[src/rtl/mem_stream_pkg.sv]
// Shared types and constants for the memory stream reader and its skid FIFO.
// Occupancy helper lets the issue logic and the FIFO agree on one credit rule.
package mem_stream_pkg;

  typedef enum logic [1:0] {
    IDLE = 2'd0,
    RUN  = 2'd1,
    DONE = 2'd2
  } state_e;

  localparam int FIFO_DEPTH = 2;
  localparam int FIFO_CNT_W = $clog2(FIFO_DEPTH + 1);

  typedef logic [FIFO_CNT_W-1:0] cnt_t;
  typedef logic [FIFO_CNT_W:0]   occ_t;

  // A read may be issued only if the word it returns is guaranteed a slot
  // once this cycle's pop (if any) has retired.
  function automatic logic credit_ok(input cnt_t count, input logic inflight,
                                     input logic pop);
    occ_t occ;
    occ = occ_t'(count) + occ_t'(inflight);
    return occ < (occ_t'(FIFO_DEPTH) + occ_t'(pop));
  endfunction

endpackage

[src/rtl/sync_fifo2.sv]
// Two-entry register FIFO with a combinational head; absorbs the RAM read
// latency so the stream can stall without losing in-flight words.
module sync_fifo2
  import mem_stream_pkg::*;
#(
  parameter int WIDTH = 32
) (
  input  logic             clk,
  input  logic             rst_n,
  input  logic             push_i,
  input  logic [WIDTH-1:0] din_i,
  input  logic             pop_i,
  output cnt_t             count_o,
  output logic [WIDTH-1:0] head_o,
  output logic             empty_o
);

  logic [WIDTH-1:0] mem_q [FIFO_DEPTH];
  logic             wr_ptr_q;
  logic             rd_ptr_q;
  cnt_t             count_q;

  always_ff @(posedge clk or negedge rst_n) begin
    if (!rst_n) begin
      // NOTE: storage is reset on purpose so the stream data output comes
      // up as zero; a larger RAM-style array would be left unreset.
      for (int i = 0; i < FIFO_DEPTH; i++) mem_q[i] <= '0;
      wr_ptr_q <= 1'b0;
      rd_ptr_q <= 1'b0;
      count_q  <= '0;
    end else begin
      if (push_i) begin
        mem_q[wr_ptr_q] <= din_i;
        wr_ptr_q        <= ~wr_ptr_q;
      end
      if (pop_i) rd_ptr_q <= ~rd_ptr_q;
      // Push and pop together leave the count unchanged, even when full:
      // the popped slot is the one being overwritten.
      case ({push_i, pop_i})
        2'b10:   count_q <= count_q + cnt_t'(1);
        2'b01:   count_q <= count_q - cnt_t'(1);
        default: count_q <= count_q;
      endcase
    end
  end

  assign count_o = count_q;
  assign head_o  = mem_q[rd_ptr_q];
  assign empty_o = (count_q == '0);

  a_no_overflow: assert property (@(posedge clk) disable iff (!rst_n)
    !(push_i && !pop_i && count_q == cnt_t'(FIFO_DEPTH)));

  a_no_underflow: assert property (@(posedge clk) disable iff (!rst_n)
    !(pop_i && count_q == '0));

endmodule

[src/rtl/mem_stream_reader.sv]
// Reads len sequential words from a 1-cycle-latency RAM port starting at
// base_addr and presents them as a valid/ready stream with a last marker.
module mem_stream_reader
  import mem_stream_pkg::*;
#(
  parameter int DATA_WIDTH = 32,
  parameter int ADDR_WIDTH = 13,
  parameter int LEN_WIDTH  = ADDR_WIDTH + 1
) (
  input  logic                  clk,
  input  logic                  rst_n,
  input  logic                  start,
  input  logic [ADDR_WIDTH-1:0] base_addr,
  input  logic [LEN_WIDTH-1:0]  len,
  output logic                  busy,
  output logic                  done,
  output logic                  mem_en,
  output logic                  mem_we,
  output logic [ADDR_WIDTH-1:0] mem_addr,
  output logic [DATA_WIDTH-1:0] mem_din,
  input  logic [DATA_WIDTH-1:0] mem_dout,
  output logic                  m_valid,
  input  logic                  m_ready,
  output logic [DATA_WIDTH-1:0] m_data,
  output logic                  m_last
);

  state_e                state_q;
  logic [ADDR_WIDTH-1:0] addr_q;
  logic [LEN_WIDTH-1:0]  issue_rem_q;
  logic [LEN_WIDTH-1:0]  beat_rem_q;
  logic                  inflight_q;

  cnt_t                  fifo_count;
  logic [DATA_WIDTH-1:0] fifo_head;
  logic                  fifo_empty;
  logic                  pop;
  logic                  issue;
  logic                  last_beat;

  assign pop       = m_valid & m_ready;
  assign last_beat = (beat_rem_q == LEN_WIDTH'(1));

  always_comb begin
    // NOTE: default first so every path assigns issue and no latch is inferred.
    issue = 1'b0;
    if (state_q == RUN && issue_rem_q != '0)
      issue = credit_ok(fifo_count, inflight_q, pop);
  end

  always_ff @(posedge clk or negedge rst_n) begin
    if (!rst_n) begin
      state_q     <= IDLE;
      addr_q      <= '0;
      issue_rem_q <= '0;
      beat_rem_q  <= '0;
      inflight_q  <= 1'b0;
    end else begin
      // NOTE: non-blocking throughout, so every register sees the
      // pre-edge values of its peers regardless of statement order.
      inflight_q <= issue;
      if (issue) begin
        addr_q      <= addr_q + ADDR_WIDTH'(1);
        issue_rem_q <= issue_rem_q - LEN_WIDTH'(1);
      end
      if (pop) beat_rem_q <= beat_rem_q - LEN_WIDTH'(1);

      case (state_q)
        IDLE: begin
          if (start) begin
            addr_q      <= base_addr;
            issue_rem_q <= len;
            beat_rem_q  <= len;
            state_q     <= (len == '0) ? DONE : RUN;
          end
        end
        RUN: begin
          if (pop && last_beat) state_q <= DONE;
        end
        DONE:    state_q <= IDLE;
        default: state_q <= IDLE;
      endcase
    end
  end

  // The RAM captures mem_dout one cycle after each issue; that word is
  // always pushed, the credit check having reserved its slot already.
  sync_fifo2 #(
    .WIDTH (DATA_WIDTH)
  ) u_fifo (
    .clk     (clk),
    .rst_n   (rst_n),
    .push_i  (inflight_q),
    .din_i   (mem_dout),
    .pop_i   (pop),
    .count_o (fifo_count),
    .head_o  (fifo_head),
    .empty_o (fifo_empty)
  );

  assign busy     = (state_q == RUN);
  assign done     = (state_q == DONE);
  assign mem_en   = issue;
  assign mem_we   = 1'b0;
  assign mem_addr = addr_q;
  assign mem_din  = '0;
  assign m_valid  = ~fifo_empty;
  assign m_data   = fifo_head;
  assign m_last   = m_valid & last_beat;

endmodule

[config.mk]
export PLATFORM = sky130hd
export DESIGN_NAME = mem_stream_reader
export DESIGN_NICKNAME = d
export VERILOG_FILES = /design/src/rtl/mem_stream_pkg.sv /design/src/rtl/sync_fifo2.sv /design/src/rtl/mem_stream_reader.sv
export SDC_FILE = /design/constraint.sdc
export NUM_CORES = 1
export LEC_CHECK = 0
export CAP_MARGIN = 10
export CORE_ASPECT_RATIO = 0.9
export CORE_MARGIN = 3
export CORE_UTILIZATION = 26
export CTS_CLUSTER_DIAMETER = 100
export DETAILED_ROUTE_END_ITERATION = 10
export MAX_ROUTING_LAYER = met4
export PLACE_DENSITY_LB_ADDON = 0.25
export SLEW_MARGIN = 0
export SYNTH_ARGS = -nofsm -noshare
export SYNTH_HDL_FRONTEND = slang
export SYNTH_HIERARCHICAL = 1
export SYNTH_SLANG_ARGS = --single-unit
[constraint.sdc]
create_clock -name clk -period 4.3 [get_ports clk]
set_clock_uncertainty 0.2 [all_clocks]
set_input_delay 0.86 -clock clk [delete_from_list [all_inputs] [get_ports clk]]
set_output_delay 0.86 -clock clk [all_outputs]
set_load 0.01 [all_outputs]
==> impl_metrics.xml <==
<?xml version="1.0" encoding="UTF-8"?>
<metrics>
  <group name="final_layout">
    <metric name="final_common_cell" unit="">sky130_fd_sc_hd__dfrtp_1</metric>
    <metric name="layout.cells.most_common_list" unit="">sky130_fd_sc_hd__dfrtp_1 (112), sky130_fd_sc_hd__clkdlybuf4s50_1 (111), sky130_fd_sc_hd__mux2_2 (92), sky130_fd_sc_hd__conb_1 (33), sky130_fd_sc_hd__nor2_1 (31)</metric>
    <metric name="insertedDiodeCount" unit="">0</metric>
    <metric name="postLayoutCoreUtil" unit="%">34.6</metric>
    <metric name="share_of_final_layout_standard_cells_stronger_than_drive_strength_1" unit="%">20.8</metric>
    <metric name="fin_nets" unit="">677</metric>
    <metric name="final_cells" unit="">898</metric>
    <metric name="flow.area_growth_from_synthesis" unit="%">28.1</metric>
  </group>
  <group name="critical_path">
    <metric name="critical_path_peak_fanout" unit="">2</metric>
    <metric name="setup.worst_path.class" unit="">primary input to primary output</metric>
    <metric name="worstReg2RegStart" unit="">inflight_q</metric>
    <metric name="worstSetupStartpointType" unit="">primary input</metric>
    <metric name="timing.critical_path.required" unit="ns">3.24</metric>
    <metric name="critical_path.endpoint_type" unit="">primary output</metric>
    <metric name="worst_r2r_endpoint" unit="">issue_rem_q[12]</metric>
    <metric name="r2r.worst_path.cells" unit="">7</metric>
    <metric name="cp-startpoint" unit="">m_ready</metric>
    <metric name="cp.arrival" unit="ns">2.84</metric>
    <metric name="setup.reg_to_reg.worst_slack" unit="ns">1.69</metric>
  </group>
  <group name="clock_network">
    <metric name="htreeDepth" unit="">3</metric>
    <metric name="tritoncts" unit="">yes</metric>
    <metric name="insertion_delay_of_the_later_clocked_pin_in_the_worst_skew_pair" unit="ns">0.35</metric>
    <metric name="cts_max_path_buffers" unit="">2</metric>
    <metric name="cts_hold_buffers" unit="">0</metric>
    <metric name="root_buffer" unit="">sky130_fd_sc_hd__clkbuf_16</metric>
    <metric name="numCtsBuffers" unit="">9</metric>
    <metric name="cts_resized" unit="">0</metric>
    <metric name="worst_path_clk_slew" unit="ns">0.08</metric>
    <metric name="post_cts.repair.setup_buffers" unit="">0</metric>
    <metric name="cts.sink_count" unit="">112</metric>
  </group>
  <group name="sta">
    <metric name="timing_max_transition_violations_final" unit="">0</metric>
    <metric name="final_clock_period_utilization_by_the_worst_path" unit="%">90.6</metric>
    <metric name="finalSetupViolations" unit="">0</metric>
    <metric name="maxSlewHeadroom" unit="%">28.4</metric>
    <metric name="max_clock_freq" unit="MHz">257</metric>
    <metric name="grt_setup_unrepaired" unit="">no</metric>
    <metric name="tightest_slew" unit="ns">1.07</metric>
    <metric name="timing.setup.tns" unit="ns">0</metric>
    <metric name="post-route-min-period" unit="ns">3.90</metric>
    <metric name="finalHoldViolCount" unit="">0</metric>
  </group>
  <group name="place">
    <metric name="routabilityCongestion" unit="">0.838</metric>
    <metric name="numPlacedInstances" unit="">882</metric>
    <metric name="numPortBuffers" unit="">112</metric>
    <metric name="place.detailed.hpwl" unit="mm">9.92</metric>
  </group>
  <group name="synth">
    <metric name="post_synth.cell_area_avg" unit="µm²">11.5</metric>
    <metric name="synth_enable_flop_cells" unit="">0</metric>
    <metric name="synthDistinctLibCells" unit="">45</metric>
    <metric name="synthCells" unit="">498</metric>
    <metric name="yosysWarnings" unit="">6</metric>
    <metric name="seq_area_frac_synth" unit="%">49.1</metric>
    <metric name="async_flop_share" unit="%">100</metric>
    <metric name="ys_dominant_reg_cell" unit="">sky130_fd_sc_hd__dfrtp_1</metric>
    <metric name="yosys_register_bits" unit="">112</metric>
    <metric name="synth.cell_area" unit="µm²">5710</metric>
  </group>
  <group name="detailed_routing">
    <metric name="count_of_unresolved_drc_violations_after_routing" unit="">0</metric>
    <metric name="first_pass_iters" unit="">4</metric>
    <metric name="drtIter0Drc" unit="">199</metric>
    <metric name="vias" unit="">4036</metric>
    <metric name="route.antenna.remaining_nets" unit="">0</metric>
    <metric name="routed_wirelength_normalized_by_instance_count" unit="µm">15.6</metric>
    <metric name="post_drt_via_cell_ratio" unit="">4.49</metric>
    <metric name="routed_wl" unit="mm">14.0</metric>
  </group>
  <group name="grt">
    <metric name="track_usage" unit="%">12.5</metric>
    <metric name="grt_first_pass_wirelength" unit="mm">23.2</metric>
    <metric name="first_global_vias" unit="">4318</metric>
    <metric name="grt_antenna_before_repair" unit="">0</metric>
    <metric name="grt_start_max_net_pins" unit="">82</metric>
    <metric name="grt.overflow.total" unit="">0</metric>
  </group>
  <group name="power_and_ir_drop">
    <metric name="seq_power_share" unit="%">35.9</metric>
    <metric name="swShare" unit="%">34.9</metric>
    <metric name="internal_power" unit="µW">3460</metric>
    <metric name="static-leakage-power" unit="µW">0.00289</metric>
    <metric name="p_switching" unit="µW">1850</metric>
    <metric name="power_frac_comb" unit="%">47.4</metric>
    <metric name="share_clk_of_total_power" unit="%">16.7</metric>
    <metric name="pwr_density_cell" unit="nW/µm²">727</metric>
    <metric name="worst_ir_drop_on_vdd" unit="µV">277</metric>
  </group>
  <group name="worst_hold_path">
    <metric name="hold_path_class" unit="">register to register</metric>
    <metric name="holdCritStartpoint" unit="">u_fifo/mem_q[5]</metric>
    <metric name="min_to" unit="">u_fifo/mem_q[5]</metric>
    <metric name="hold_path_depth" unit="">1</metric>
  </group>
  <group name="floorplanning">
    <metric name="die-height" unit="µm">147</metric>
    <metric name="ios" unit="">146</metric>
    <metric name="placement_rows" unit="">50</metric>
    <metric name="start_util" unit="%">27.0</metric>
    <metric name="die_area" unit="µm²">23800</metric>
    <metric name="die_w" unit="µm">162</metric>
    <metric name="core_area" unit="µm²">21100</metric>
  </group>
  <group name="run">
    <metric name="maxCapViolations" unit="">0</metric>
  </group>
  <group name="outcome">
    <metric name="outcome" unit="">finished clean</metric>
  </group>
</metrics>
==> worst max path at each step <==
stage,endpoint,cells past startpoint
after floorplan,mem_en,4
after global placement,mem_en,6
after detailed placement,mem_en,6
after CTS,mem_en,6
after global routing,mem_en,6
final,mem_en,6
==> synth_stat cells, drive strengths merged (2+ instances only) <==
master / n / area [µm²]
ha: 7 / 87.6
nor4: 7 / 50.1
xnor2: 13 / 114
or3: 2 / 12.5
inv: 11 / 41.3
nand3: 15 / 75.1
nor2: 32 / 128
dfrtp: 112 / 2800
nor4b: 2 / 32.5
nor3: 9 / 45.0
mux2: 96 / 1080
o21ai: 13 / 65.1
nor2b: 3 / 18.8
buf: 46 / 328
a21oi: 25 / 125
clkbuf: 7 / 26.3
o211ai: 2 / 15.0
and3: 4 / 25.0
nand4: 20 / 131
nand2: 27 / 104
xor2: 27 / 236
and2: 3 / 18.8
==> through the flow <==
stage | total power, µW | instance area [µm²] | setup WS (ns) | hold WS (ns)
global placement | 4410 | 7000 | 0.388 | 0.265
floorplan | 3460 | 5830 | 1.37 | 0.254
global route | 5710 | 7310 | 0.293 | 0.315
CTS | 5410 | 7310 | 0.372 | 0.293
detailed placement | 4490 | 7000 | 0.389 | 0.275
finish | 5310 | 7310 | 0.403 | 0.295
==> flip-flops by register name, summed over array words and instances, names as in the netlist, 2 cells and up <==
signal          cells
beat_rem_q         14
issue_rem_q        14
mem_addr           13
state_q             2
u_fifo/count_o      2
u_fifo/mem_q       64
==> kinds of logic (layout without fill, tap and decap cells) <==
family	count (synthesis)	after routing	synth area share [%]
DFF	112	112	49.1
buffers and inverters	64	146	6.93
adders and majority gates	7	7	1.54
other	1	33	0.0657
xor gates and xnor gates	40	40	6.14
AOI/OAI and AO/OA	48	48	5.13
and+or+nand+nor	130	130	12.1
muxes	96	96	18.9
==> cell type report <==
type	instances	area, µm²
Inverter	11	41.3
Sequential cell	112	2800
Multi-Input combinational cell	354	2630
Clock inverter	7	85.1
Clock buffer	9	225
Timing Repair Buffer	119	1170
Tap cell	286	358
Fill cell	2165	13800
==> power groups by stage <==
stage          clock, µW  sequential [µW]  combinational [µW]
6_report             885             1910                2520
4_1_cts              924             1910                2580
2_1_floorplan          0             1860                1600
5_1_grt              970             1980                2760
3_5_place_dp           0             1930                2560
3_3_place_gp           0             1890                2520
==> per-layer routing <==
| metal | GRT usage, % | vias to the layer above | routed length (µm) |
|---|---|---|---|
| met5 | - | - | 0 |
| met4 | 3.58 | 0 | 242 |
| met3 | 2.98 | 19 | 706 |
| met2 | 19.4 | 132 | 6530 |
| met1 | 16.3 | 1984 | 6550 |
| li1 | - | 1901 | - |
==> worst max-delay path, stage by stage <==
cell and delay, ns:
sky130_fd_sc_hd__clkdlybuf4s50_1 0.51, sky130_fd_sc_hd__or3b_4 0.41, sky130_fd_sc_hd__a211oi_2 0.27, sky130_fd_sc_hd__nand2_1 0.10, sky130_fd_sc_hd__inv_1 0.12, sky130_fd_sc_hd__clkdlybuf4s50_1 0.56
(Power assumes the default switching activity.)
